File: src/rtl/spi_master_byte.sv
// spi_master_byte: byte-oriented SPI master, mode 0, MSB first, 8-bit frames,
// active-low slave select framed by the host's last-byte flag.
//
// Ports:
//   clk, rst          system clock, synchronous active-high reset
//   tx_valid/tx_ready host byte handshake; tx_data/tx_last sampled on handshake
//   tx_last           1 = release SSEL after this byte
//   rx_valid          one-cycle pulse, rx_data holds the byte just received
//   rx_data           last received byte, held until the next rx_valid
//   busy              1 whenever the engine is not idle
//   SCK, MOSI, SSEL   SPI outputs (SCK idles low, SSEL active low)
//   MISO              serial data from the slave
module spi_master_byte #(
  parameter int unsigned CLK_DIV  = 4,
  parameter int unsigned CS_SETUP = 4,
  parameter int unsigned CS_IDLE  = 4
) (
  input  logic       clk,
  input  logic       rst,
  input  logic       tx_valid,
  output logic       tx_ready,
  input  logic [7:0] tx_data,
  input  logic       tx_last,
  output logic       rx_valid,
  output logic [7:0] rx_data,
  output logic       busy,
  output logic       SCK,
  output logic       MOSI,
  output logic       SSEL,
  input  logic       MISO
);

  typedef enum logic [2:0] {
    S_IDLE,
    S_SETUP,
    S_SHIFT,
    S_NEXT,
    S_HOLD,
    S_GAP
  } state_t;

  localparam logic [7:0] DIV_M1   = 8'(CLK_DIV - 1);
  localparam logic [7:0] SETUP_M1 = 8'(CS_SETUP - 1);
  localparam logic [7:0] IDLE_M1  = 8'(CS_IDLE - 1);

  state_t     r_state;
  logic [7:0] r_cnt;
  logic [2:0] r_bit;
  logic [6:0] r_tx_sr;   // remaining bits after the one already on MOSI
  logic [7:0] r_rx_sr;
  logic       r_last;
  logic       r_miso;
  logic       r_tx_ready;
  logic       r_rx_valid;
  logic [7:0] r_rx_data;
  logic       r_busy;
  logic       r_sck;
  logic       r_mosi;
  logic       r_ssel;

  logic       w_hs;
  logic       w_div_end;

  assign w_hs      = r_tx_ready & tx_valid;
  assign w_div_end = (r_cnt == DIV_M1);

  always_ff @(posedge clk) begin
    if (rst) begin
      r_state    <= S_IDLE;
      r_cnt      <= '0;
      r_bit      <= '0;
      r_tx_sr    <= '0;
      r_rx_sr    <= '0;
      r_last     <= 1'b0;
      r_miso     <= 1'b0;
      r_tx_ready <= 1'b0;
      r_rx_valid <= 1'b0;
      r_rx_data  <= '0;
      r_busy     <= 1'b0;
      r_sck      <= 1'b0;
      r_mosi     <= 1'b0;
      r_ssel     <= 1'b1;
    end else begin
      r_rx_valid <= 1'b0;
      r_miso     <= MISO;
      case (r_state)
        S_IDLE: begin
          r_ssel <= 1'b1;
          r_sck  <= 1'b0;
          if (w_hs) begin
            r_tx_sr    <= tx_data[6:0];
            r_last     <= tx_last;
            r_mosi     <= tx_data[7];
            r_ssel     <= 1'b0;
            r_tx_ready <= 1'b0;
            r_busy     <= 1'b1;
            r_cnt      <= '0;
            r_state    <= S_SETUP;
          end else begin
            // ready comes up one cycle after reset release
            r_tx_ready <= 1'b1;
          end
        end

        S_SETUP: begin
          if (r_cnt == SETUP_M1) begin
            r_cnt   <= '0;
            r_bit   <= '0;
            r_state <= S_SHIFT;
          end else begin
            r_cnt <= r_cnt + 8'd1;
          end
        end

        S_SHIFT: begin
          if (w_div_end) begin
            r_cnt <= '0;
            if (!r_sck) begin
              r_sck   <= 1'b1;
              r_rx_sr <= {r_rx_sr[6:0], r_miso};
            end else begin
              r_sck <= 1'b0;
              if (r_bit == 3'd7) begin
                r_bit      <= '0;
                r_rx_data  <= r_rx_sr;
                r_rx_valid <= 1'b1;
                r_state    <= r_last ? S_HOLD : S_NEXT;
              end else begin
                r_bit   <= r_bit + 3'd1;
                r_mosi  <= r_tx_sr[6];
                r_tx_sr <= {r_tx_sr[5:0], 1'b0};
              end
            end
          end else begin
            r_cnt <= r_cnt + 8'd1;
          end
        end

        S_NEXT: begin
          // tx_ready rises on the first NEXT edge so it never overlaps rx_valid
          if (w_hs) begin
            r_tx_sr    <= tx_data[6:0];
            r_last     <= tx_last;
            r_mosi     <= tx_data[7];
            r_tx_ready <= 1'b0;
            r_cnt      <= '0;
            r_bit      <= '0;
            r_state    <= S_SHIFT;
          end else begin
            r_tx_ready <= 1'b1;
          end
        end

        S_HOLD: begin
          if (w_div_end) begin
            r_ssel  <= 1'b1;
            r_mosi  <= 1'b0;
            r_cnt   <= '0;
            r_state <= S_GAP;
          end else begin
            r_cnt <= r_cnt + 8'd1;
          end
        end

        S_GAP: begin
          if (r_cnt == IDLE_M1) begin
            r_cnt      <= '0;
            r_busy     <= 1'b0;
            r_tx_ready <= 1'b1;
            r_state    <= S_IDLE;
          end else begin
            r_cnt <= r_cnt + 8'd1;
          end
        end

        default: begin
          r_state <= S_IDLE;
        end
      endcase
    end
  end

  assign tx_ready = r_tx_ready;
  assign rx_valid = r_rx_valid;
  assign rx_data  = r_rx_data;
  assign busy     = r_busy;
  assign SCK      = r_sck;
  assign MOSI     = r_mosi;
  assign SSEL     = r_ssel;

endmodule
File: config.mk
export PLATFORM = sky130hd
export DESIGN_NAME = spi_master_byte
export DESIGN_NICKNAME = d
export VERILOG_FILES = /design/src/rtl/spi_master_byte.sv
export SDC_FILE = /design/constraint.sdc
export NUM_CORES = 1
export LEC_CHECK = 0
export CORE_MARGIN = 1.5
export CORE_UTILIZATION = 55
export DETAILED_ROUTE_END_ITERATION = 12
export PLACE_DENSITY = 0.75
export SYNTH_ARGS = -nofsm -noshare
export SYNTH_HDL_FRONTEND = slang
export SYNTH_SLANG_ARGS = --single-unit
File: constraint.sdc
create_clock -name clk -period 2.8 [get_ports clk]
set_input_delay 0.28 -clock clk [delete_from_list [all_inputs] [get_ports clk]]
set_output_delay 0.28 -clock clk [all_outputs]
set_load 0.005 [all_outputs]
==> results.yml, run 1 <==
layout:
  final_nets: 285
  syn_to_final_growth_pct: 18.7
  insertedDiodeCount: 0
  drive_gt1_share_pct: 8.52
timing:
  final-hold-violation-count: 0
  worst_slack_ns: 0.544
  period_needed_ns: 2.26
  finClkSkew_ns: 0.00817
  setup_viol: 0
  worst_slew_pin_slew_ns: 0.658
  setup_tns_ns: 0
  fin_crit_sh_pct: 80.6
  rsz0062_at_grt: "false"
  slew_violations: 0
  hold_ws_ns: 0.462
  max_freq_ghz: 0.443
  timing.slew.headroom_pct: 56.0
placement:
  gp_congestion: 0.827
  dp_slack_ns: 0.587
  io_buffers: 26
  place.detailed.hpwl_um: 3100
synthesis:
  yosys-mux-area-fraction_pct: 9.22
  yosys-top-cells-count: "dfxtp_1, nor2_1, mux2i_1, o21ai_0, nand2_1"
  syn_nets: 261
  synth_xor_area_share_pct: 0.806
  synth.top_cell.area_share_pct: 41.5
  ys_ff_latch: 45
  synth_edf_count: 0
  synth_cells: 245
  ys_types: 48
  ys.flop_type: "dfxtp_1"
  synthMostInstantiatedCell: "dfxtp_1"
  yosys_warnings: 0
  synth-compound-area-share_pct: 18.4
  seq_area_frac_synth_pct: 41.5
  synth-simple-area-share_pct: 24.7
  synthAdderAreaFrac_pct: 1.73
  async_reset_ff_share_pct: 0
  syn_area_um2: 2170
  syn_avg_cell_area_um2: 8.87
  synthTopCellsByArea: "dfxtp_1, mux2i_1, nor2_1, o21ai_0, a21oi_1"
  synth_area_leader_cell: "dfxtp_1"
  synth_top_family_by_area: "simple AND/OR/NAND/NOR gates"
worst_setup_path:
  critical_path_buf_inv_count: 0
  path_max_fanout: 11
  crit_path_end_kind: "register"
  critPathLaunchType: "register"
  crit_chain: "ha_1 > or3b_2 > o211ai_1 > o211ai_1 > a31o_2"
  arrival_ns: 2.45
  cp_data_required_time_ns: 2.99
  cpMostUsedCell: "o211ai_1"
  slowest_stage: "or3b_2"
  critPathTopFamily: "compound AO/OA/AOI/OAI gates"
  crit_type: "reg -> reg"
  worst_path_largest_cell_delay_ns: 0.62
global_route:
  globalRoute.totalOverflow: 0
  grt_pass1_wl_um: 7630
  grt_pass1_vias: 1721
  antenna_found_initial: 0
  grt_max_degree: 31
  gr-usage-all-layers_pct: 22.7
clock_tree:
  h-tree-depth: 2
  cts_sinks: 45
  path_clk_slew_ns: 0.08
  cts_root_buf: "clkbuf_8"
  clkLatencyLatePin_ns: 0.30
  numCtsBuffers: 5
  cts_tree: "done"
  cts_hold_buffers: 0
  cts_setup_buffers: 0
  cts_resized: 0
  cts_buffer_depth: 2
hold_path:
  min_path_type: "reg -> reg"
pwr:
  peakVddDrop_v: 0.000504
  p_leak_nw: 0.944
  powerDensity_nw_per_um2: 692
floorplanning:
  start_util_pct: 58.5
  row_count: 22
  core_um2: 3720
  dieArea_um2: 4330
  fp.dieW_um: 65.8
  die_h_um: 65.8
  design.portCount: 27
route:
  ant_nets: 0
  drc: 0
  via_count: 1873
  wire_per_inst_um: 14.6
  routed_via_density: 5.89
  drt_first_iter_violations: 137
  dr.pass1.iters: 4
  wirelength_um: 4630
run_status:
  status: "finished clean"
job:
  max_cap_viol_count: 0
layout make-up:
class | instances | area, um2
flip-flops and latches | 45 | 901
repair buffers | 33 | 313
inverters | 3 | 11.3
fillers | 326 | 1140
well taps | 48 | 60.1
clock buffers | 7 | 96.3
clock inverters | 1 | 5.00
multi-input cells | 181 | 1190
cell usage in the layout, fill, tap and decap left out, types with 2 or more instances in the layout:
cell | synthesis | final
nor2b_1 | 2 | 2
a311oi_1 | 7 | 7
or3_1 | 6 | 6
nor4_4 | 2 | 2
nand2b_1 | 3 | 3
o32a_1 | 2 | 2
dfxtp_1 | 45 | 45
nand2_1 | 17 | 17
clkbuf_8 | 0 | 7
o211ai_1 | 4 | 4
a21oi_1 | 15 | 15
ha_1 | 3 | 3
nor3_1 | 9 | 9
o21ai_0 | 18 | 18
mux2i_1 | 20 | 20
nor3b_1 | 3 | 3
a211oi_1 | 2 | 2
inv_1 | 3 | 3
nor4_1 | 2 | 2
o31ai_1 | 2 | 2
nand3_1 | 5 | 5
nor2_1 | 26 | 26
buf_4 | 0 | 7
or4_1 | 4 | 4
or3b_2 | 3 | 3
nand3b_1 | 2 | 2
nand4b_1 | 2 | 2
clkdlybuf4s50_1 | 0 | 26
and2_1 | 3 | 3
logic make-up after synthesis:
kind of cell | after synthesis
buffers and inverters | 19
AND/OR/NAND/NOR | 95
adder cells (fa/ha/maj) | 3
flip-flops | 45
XOR/XNOR | 2
multiplexers | 20
AO/OA/AOI/OAI | 61
tightest hold or removal path: cells and delay by family (launching register included):
kind             cells  cell delay, ns
DFF                  1            0.31
and+or+nand+nor      1            0.05
muxes                1            0.05
final timing paths:
check             startpoint          to  slack (ns)  cells after the start
hold reg to reg         MOSI        MOSI        0.46                      2
setup reg to reg    r_cnt[0]  r_state[1]        0.54                      5
setup / recovery    r_cnt[0]  r_state[1]        0.54                      5
hold / removal          MOSI        MOSI        0.46                      2
stage by stage:
step	area (um2)	utilization (%)	std cells	power, W
after floorplan	2170	-	245	0.00118
after global placement	2480	66.6	310	0.00134
after detailed placement	2480	66.6	310	0.00135
after CTS	2580	69.4	318	0.00179
after global routing	2580	69.4	318	0.00189
final	2580	69.4	318	0.00178
per-layer routing:
layer | vias to the layer above | routed length, um | GRT usage [%]
li1 | 954 | - | -
met1 | 891 | 2340 | 31.0
met2 | 26 | 2120 | 35.4
met3 | 2 | 165 | 6.64
met4 | 0 | 10 | 5.47
met5 | - | 0 | 0
flip-flops by register name, summed over array words and instances, names as in the netlist:
register	count
r_rx_sr	8
r_last	1
tx_ready	1
r_state	3
r_cnt	8
r_miso	1
rx_valid	1
SCK	1
r_bit	3
MOSI	1
busy	1
rx_data	8
r_tx_sr	7
SSEL	1
power by group:
part / internal (W) / switching, W / leakage, nW / total (W)
Sequential: 0.000700 / 0.0000542 / 0.365 / 0.000754
Combinational: 0.000247 / 0.000341 / 0.525 / 0.000588
Clock: 0.000223 / 0.000218 / 0.0542 / 0.000441
Total: 0.00117 / 0.000613 / 0.944 / 0.00178
(Power assumes the default switching activity.)
==> inputs of run 2 (changes only) <==
- CORE_UTILIZATION: 55 -> 49
- PLACE_DENSITY: 0.75 -> 0.71
- clock period: 2.8 -> 1.84 ns (I/O delays scaled with it)
==> run 2 against run 1 <==
Net effect:
- the run now ends with setup timing left
- non-clock buffer count rose by 35
- power up 91%
- final cell count increased by 12%
- register-to-register slack got worse by 0.57 ns
- worst setup slack worse by 0.57 ns
- sequential share of layout area fell by 5.0 points
- sequential power up 51%
- clock skew increased by 0.0020 ns
- worst hold slack got worse by 0.041 ns
- die area is 12% higher
- cell area rose by 18%
- fmax grew 21%
- largest cell class unchanged
- highest routed layer unchanged
==> results.yml, run 2 (synthesis results as in run 1) <==
timing:
  setup_viol: 2
  period_needed_ns: 1.87
  timing.slew.headroom_pct: 65.9
  fin_crit_sh_pct: 102
  setup_tns_ns: -0.0306
  rsz0062_at_grt: "true"
  max_freq_ghz: 0.535
  worst_slack_ns: -0.0289
  hold_ws_ns: 0.420
  worst_slew_pin_slew_ns: 0.510
  slew_violations: 0
  finClkSkew_ns: 0.0101
  final-hold-violation-count: 0
floorplanning:
  design.portCount: 27
  dieArea_um2: 4840
  start_util_pct: 50.2
  core_um2: 4320
  fp.dieW_um: 69.6
  die_h_um: 69.6
  row_count: 24
layout:
  layout_common_cells: "dfxtp_1, buf_4, nor2_1, clkdlybuf4s50_1, mux2i_1"
  fillCellCount: 349
  final_nets: 320
  drive_gt1_share_pct: 23.3
  insertedDiodeCount: 0
  final_common_cell: "dfxtp_1"
  design_area_um2: 3030
  final_util_pct: 70.1
  multi_input_area_um2: 1250
  seq_area_um2: 908
  syn_to_final_growth_pct: 39.5
placement:
  dp_slack_ns: -0.144
  place.detailed.hpwl_um: 3570
  dpl-instance-area_um2: 2730
  io_buffers: 26
  gp_congestion: 0.884
global_route:
  grt_max_degree: 23
  gr-usage-all-layers_pct: 21.7
  antenna_found_initial: 0
  grt_pass1_wl_um: 8610
  grt_pass1_vias: 1963
  globalRoute.totalOverflow: 0
clock_tree:
  h-tree-depth: 2
  clkLatencyLatePin_ns: 0.31
  numCtsBuffers: 5
  cts_sinks: 45
  cts_root_buf: "clkbuf_8"
  cts_hold_buffers: 0
  cts_buffer_depth: 2
  path_clk_slew_ns: 0.09
  cts_tree: "done"
route:
  drc: 0
  wire_per_inst_um: 15.3
  wirelength_um: 5470
  via_count: 2084
  dr.pass1.iters: 4
  routed_via_density: 5.84
  drt_first_iter_violations: 120
  ant_nets: 0
pwr:
  p_leak_nw: 1.17
  peakVddDrop_v: 0.000821
  powerDensity_nw_per_um2: 1120
worst_setup_path:
  crit_chain: "or4_4 > buf_6 > o211ai_1 > buf_4 > o211ai_1 > a31o_2"
  crit_type: "reg -> reg"
  arrival_ns: 2.08
  worst_path_largest_cell_delay_ns: 0.57
  path_max_fanout: 6
  crit_path_end_kind: "register"
  cpMostUsedCell: "o211ai_1"
  critPathLaunchType: "register"
  cp_data_required_time_ns: 2.05
  slowest_stage: "or4_4"
hold_path:
  min_path_type: "in -> reg"
job:
  max_cap_viol_count: 0
run_status:
  status: "complete, but fails checks"
  violations: "setup timing"
[run 2: changes by cell type in the layout (fill, tap and decap cells not counted), moves of 3 or more]
cell     change
buf_4       +25
dfxtp_1      -4
buf_6        +5
dfxtp_2      +3
[run 2: final timing paths]
kind | startpoint | endpoint | slack [ns] | cells past startpoint
worst max-delay path | r_cnt[2] | r_state[1] | -0.03 | 6
worst max register to register | r_cnt[2] | r_state[1] | -0.03 | 6
worst min-delay path | tx_last | r_last | 0.42 | 3
worst min register to register | r_tx_sr[0] | r_tx_sr[0] | 0.47 | 2
[run 2: repair_timing]
item,in CTS,in global routing
cloned,0,2
hold endpoints to repair,0,0
setup buffers,0,4
endpoints found under the setup margin,16,29
pin swaps,2,13
gates resized for setup,5,18
[run 2: metrics by stage]
step,total power [W],instances
2_1_floorplan,0.00181,245
3_3_place_gp,0.00228,343
3_5_place_dp,0.00231,343
4_1_cts,0.00323,351
5_1_grt,0.00358,357
6_report,0.00340,357
[run 2: final cells by class]
| type | count | area share (%) |
|---|---|---|
| tap | 52 | 2.15 |
| inverter | 3 | 0.372 |
| sequential | 45 | 30.0 |
| clock buffer | 5 | 2.27 |
| timing repair buffer | 68 | 21.8 |
| multi-input combinational | 181 | 41.1 |
| clock inverter | 3 | 2.27 |
[run 2: critical path, delay by kind of cell, from the launching register on]
family	cells	cell delay (ns)
AND/OR/NAND/NOR	1	0.57
buffers and inverters	2	0.35
AO/OA/AOI/OAI	3	0.52
flip-flops	1	0.32
[run 2: routing by layer]
layer	GRT usage (%)	vias up	share of wire, %
li1	-	1036	-
met1	26.0	984	44
met2	37.0	48	49
met3	5.38	16	4.1
met4	8.93	0	2.7
met5	0	-	0
[run 2: power breakdown]
group	internal, W	switching [W]	total [W]
Combinational	0.000695	0.000659	0.00135
Sequential	0.00107	0.0000685	0.00114
Clock	0.000547	0.000359	0.000905
Total	0.00231	0.00109	0.00340
==> inputs of run 3 (changes only) <==
- CORE_ASPECT_RATIO: not set -> 0.5
==> run 3 against run 2 <==
Net effect:
- the run still ends with setup timing left
- cell area fell by 3.0%
- combinational power decreased by 10%
- first-iteration DRC count is 1.7% higher
- largest power group unchanged
- fmax up 0.20%
- die area increased by 0.50%
- sequential power is essentially flat
- power fell by 11%
- critical path type unchanged
==> results.yml, run 3 (synthesis results as in run 1) <==
run_status:
  status: "complete, but fails checks"
  violations: "setup timing"
global_route:
  globalRoute.totalOverflow: 0
  grt_pass1_wl_um: 8620
  grt_pass1_vias: 1897
  gr-usage-all-layers_pct: 22.1
  antenna_found_initial: 0
  grt_max_degree: 17
floorplanning:
  dieArea_um2: 4870
  die_h_um: 50.1
  start_util_pct: 53.4
  core_um2: 4060
  row_count: 16
  fp.dieW_um: 97.2
  design.portCount: 27
hold_path:
  min_path_type: "in -> reg"
  holdPathStages: 3
timing:
  worst_slack_ns: -0.0251
  worst_slew_pin_slew_ns: 0.432
  setup_viol: 5
  hold_ws_ns: 0.424
  setup_tns_ns: -0.0689
  timing.slew.headroom_pct: 71.1
  final-hold-violation-count: 0
  max_freq_ghz: 0.536
  fin_crit_sh_pct: 101
  finClkSkew_ns: 0.00956
  period_needed_ns: 1.87
  rsz0062_at_grt: "true"
  slew_violations: 0
pwr:
  powerDensity_nw_per_um2: 1030
  power_w: 0.00303
  peakVddDrop_v: 0.000604
  p_leak_nw: 1.13
worst_setup_path:
  cp_data_required_time_ns: 2.08
  r2r_cells: 7
  crit_path_end_kind: "register"
  critPathLaunchType: "register"
  path_max_fanout: 7
  arrival_ns: 2.10
  crit_type: "reg -> reg"
placement:
  io_buffers: 26
  dpl-instance-area_um2: 2740
  gp_congestion: 0.903
  place.detailed.hpwl_um: 3600
  dp_slack_ns: -0.166
route:
  wire_per_inst_um: 14.4
  wirelength_um: 5180
  drt_first_iter_violations: 122
  via_count: 2029
  ant_nets: 0
  routed_via_density: 5.65
  drc: 0
  dr.pass1.iters: 5
job:
  max_cap_viol_count: 0
layout:
  syn_to_final_growth_pct: 35.4
  final_common_cell: "dfxtp_1"
  design_area_um2: 2940
  drive_gt1_share_pct: 23.6
  insertedDiodeCount: 0
  fillCellCount: 314
  layout_common_cells: "dfxtp_1, buf_4, nor2_1, clkdlybuf4s50_1, mux2i_1"
  final_nets: 320
clock_tree:
  cts_tree: "done"
  numCtsBuffers: 5
  cts_buffer_depth: 2
  clkLatencyLatePin_ns: 0.30
  path_clk_slew_ns: 0.09
  h-tree-depth: 2
  cts_sinks: 45
  cts_root_buf: "clkbuf_8"
-- run 3: what timing repair did --
item | CTS | global route
pin swaps | 4 | 19
hold buffers | 0 | 0
resized for setup | 3 | 16
setup endpoints to repair | 18 | 30
endpoints found under the hold margin | 0 | 0
setup buffers | 1 | 4
-- run 3: final timing paths --
path / start / to / slack (ns)
setup / recovery: r_cnt[1] / MOSI / -0.03
hold / removal: tx_last / r_last / 0.42
setup reg to reg: r_cnt[1] / MOSI / -0.03
hold reg to reg: MOSI / MOSI / 0.46
-- run 3: stage by stage --
| step | instances | util (%) |
|---|---|---|
| finish | 359 | 72.4 |
| floorplan | 245 | - |
| CTS | 355 | 70.2 |
| global route | 359 | 72.4 |
| global placement | 346 | 67.4 |
| detailed placement | 346 | 67.4 |
-- run 3: metal layers --
metal	vias to the layer above	share of wire (%)	global-route usage, %
li1	1020	-	-
met1	970	51	30.4
met2	34	44	35.3
met3	5	4.1	5.53
met4	0	0.73	5.07
met5	-	0	0
-- run 3: layout make-up --
| class | instances | area [um2] | area share [%] |
|---|---|---|---|
| Tap cell | 54 | 67.6 | 2.30 |
| Clock inverter | 2 | 16.3 | 0.553 |
| Sequential cell | 45 | 907 | 30.9 |
| Multi-Input combinational cell | 181 | 1250 | 42.6 |
| Inverter | 3 | 11.3 | 0.383 |
| Timing Repair Buffer | 68 | 603 | 20.5 |
| Clock buffer | 6 | 82.6 | 2.81 |
-- run 3: where the power goes --
| part | internal [W] | total [W] | switching, W |
|---|---|---|---|
| logic | 0.000603 | 0.00121 | 0.000611 |
| registers | 0.00107 | 0.00115 | 0.0000768 |
| clock network | 0.000309 | 0.000665 | 0.000356 |
-- run 3: worst max-delay path: stages (launching register included) --
cell	delay, ns
dfxtp_2	0.36
ha_4	0.13
or3b_4	0.43
buf_4	0.16
buf_4	0.15
nor4_4	0.21
o32a_1	0.20
mux2i_1	0.18
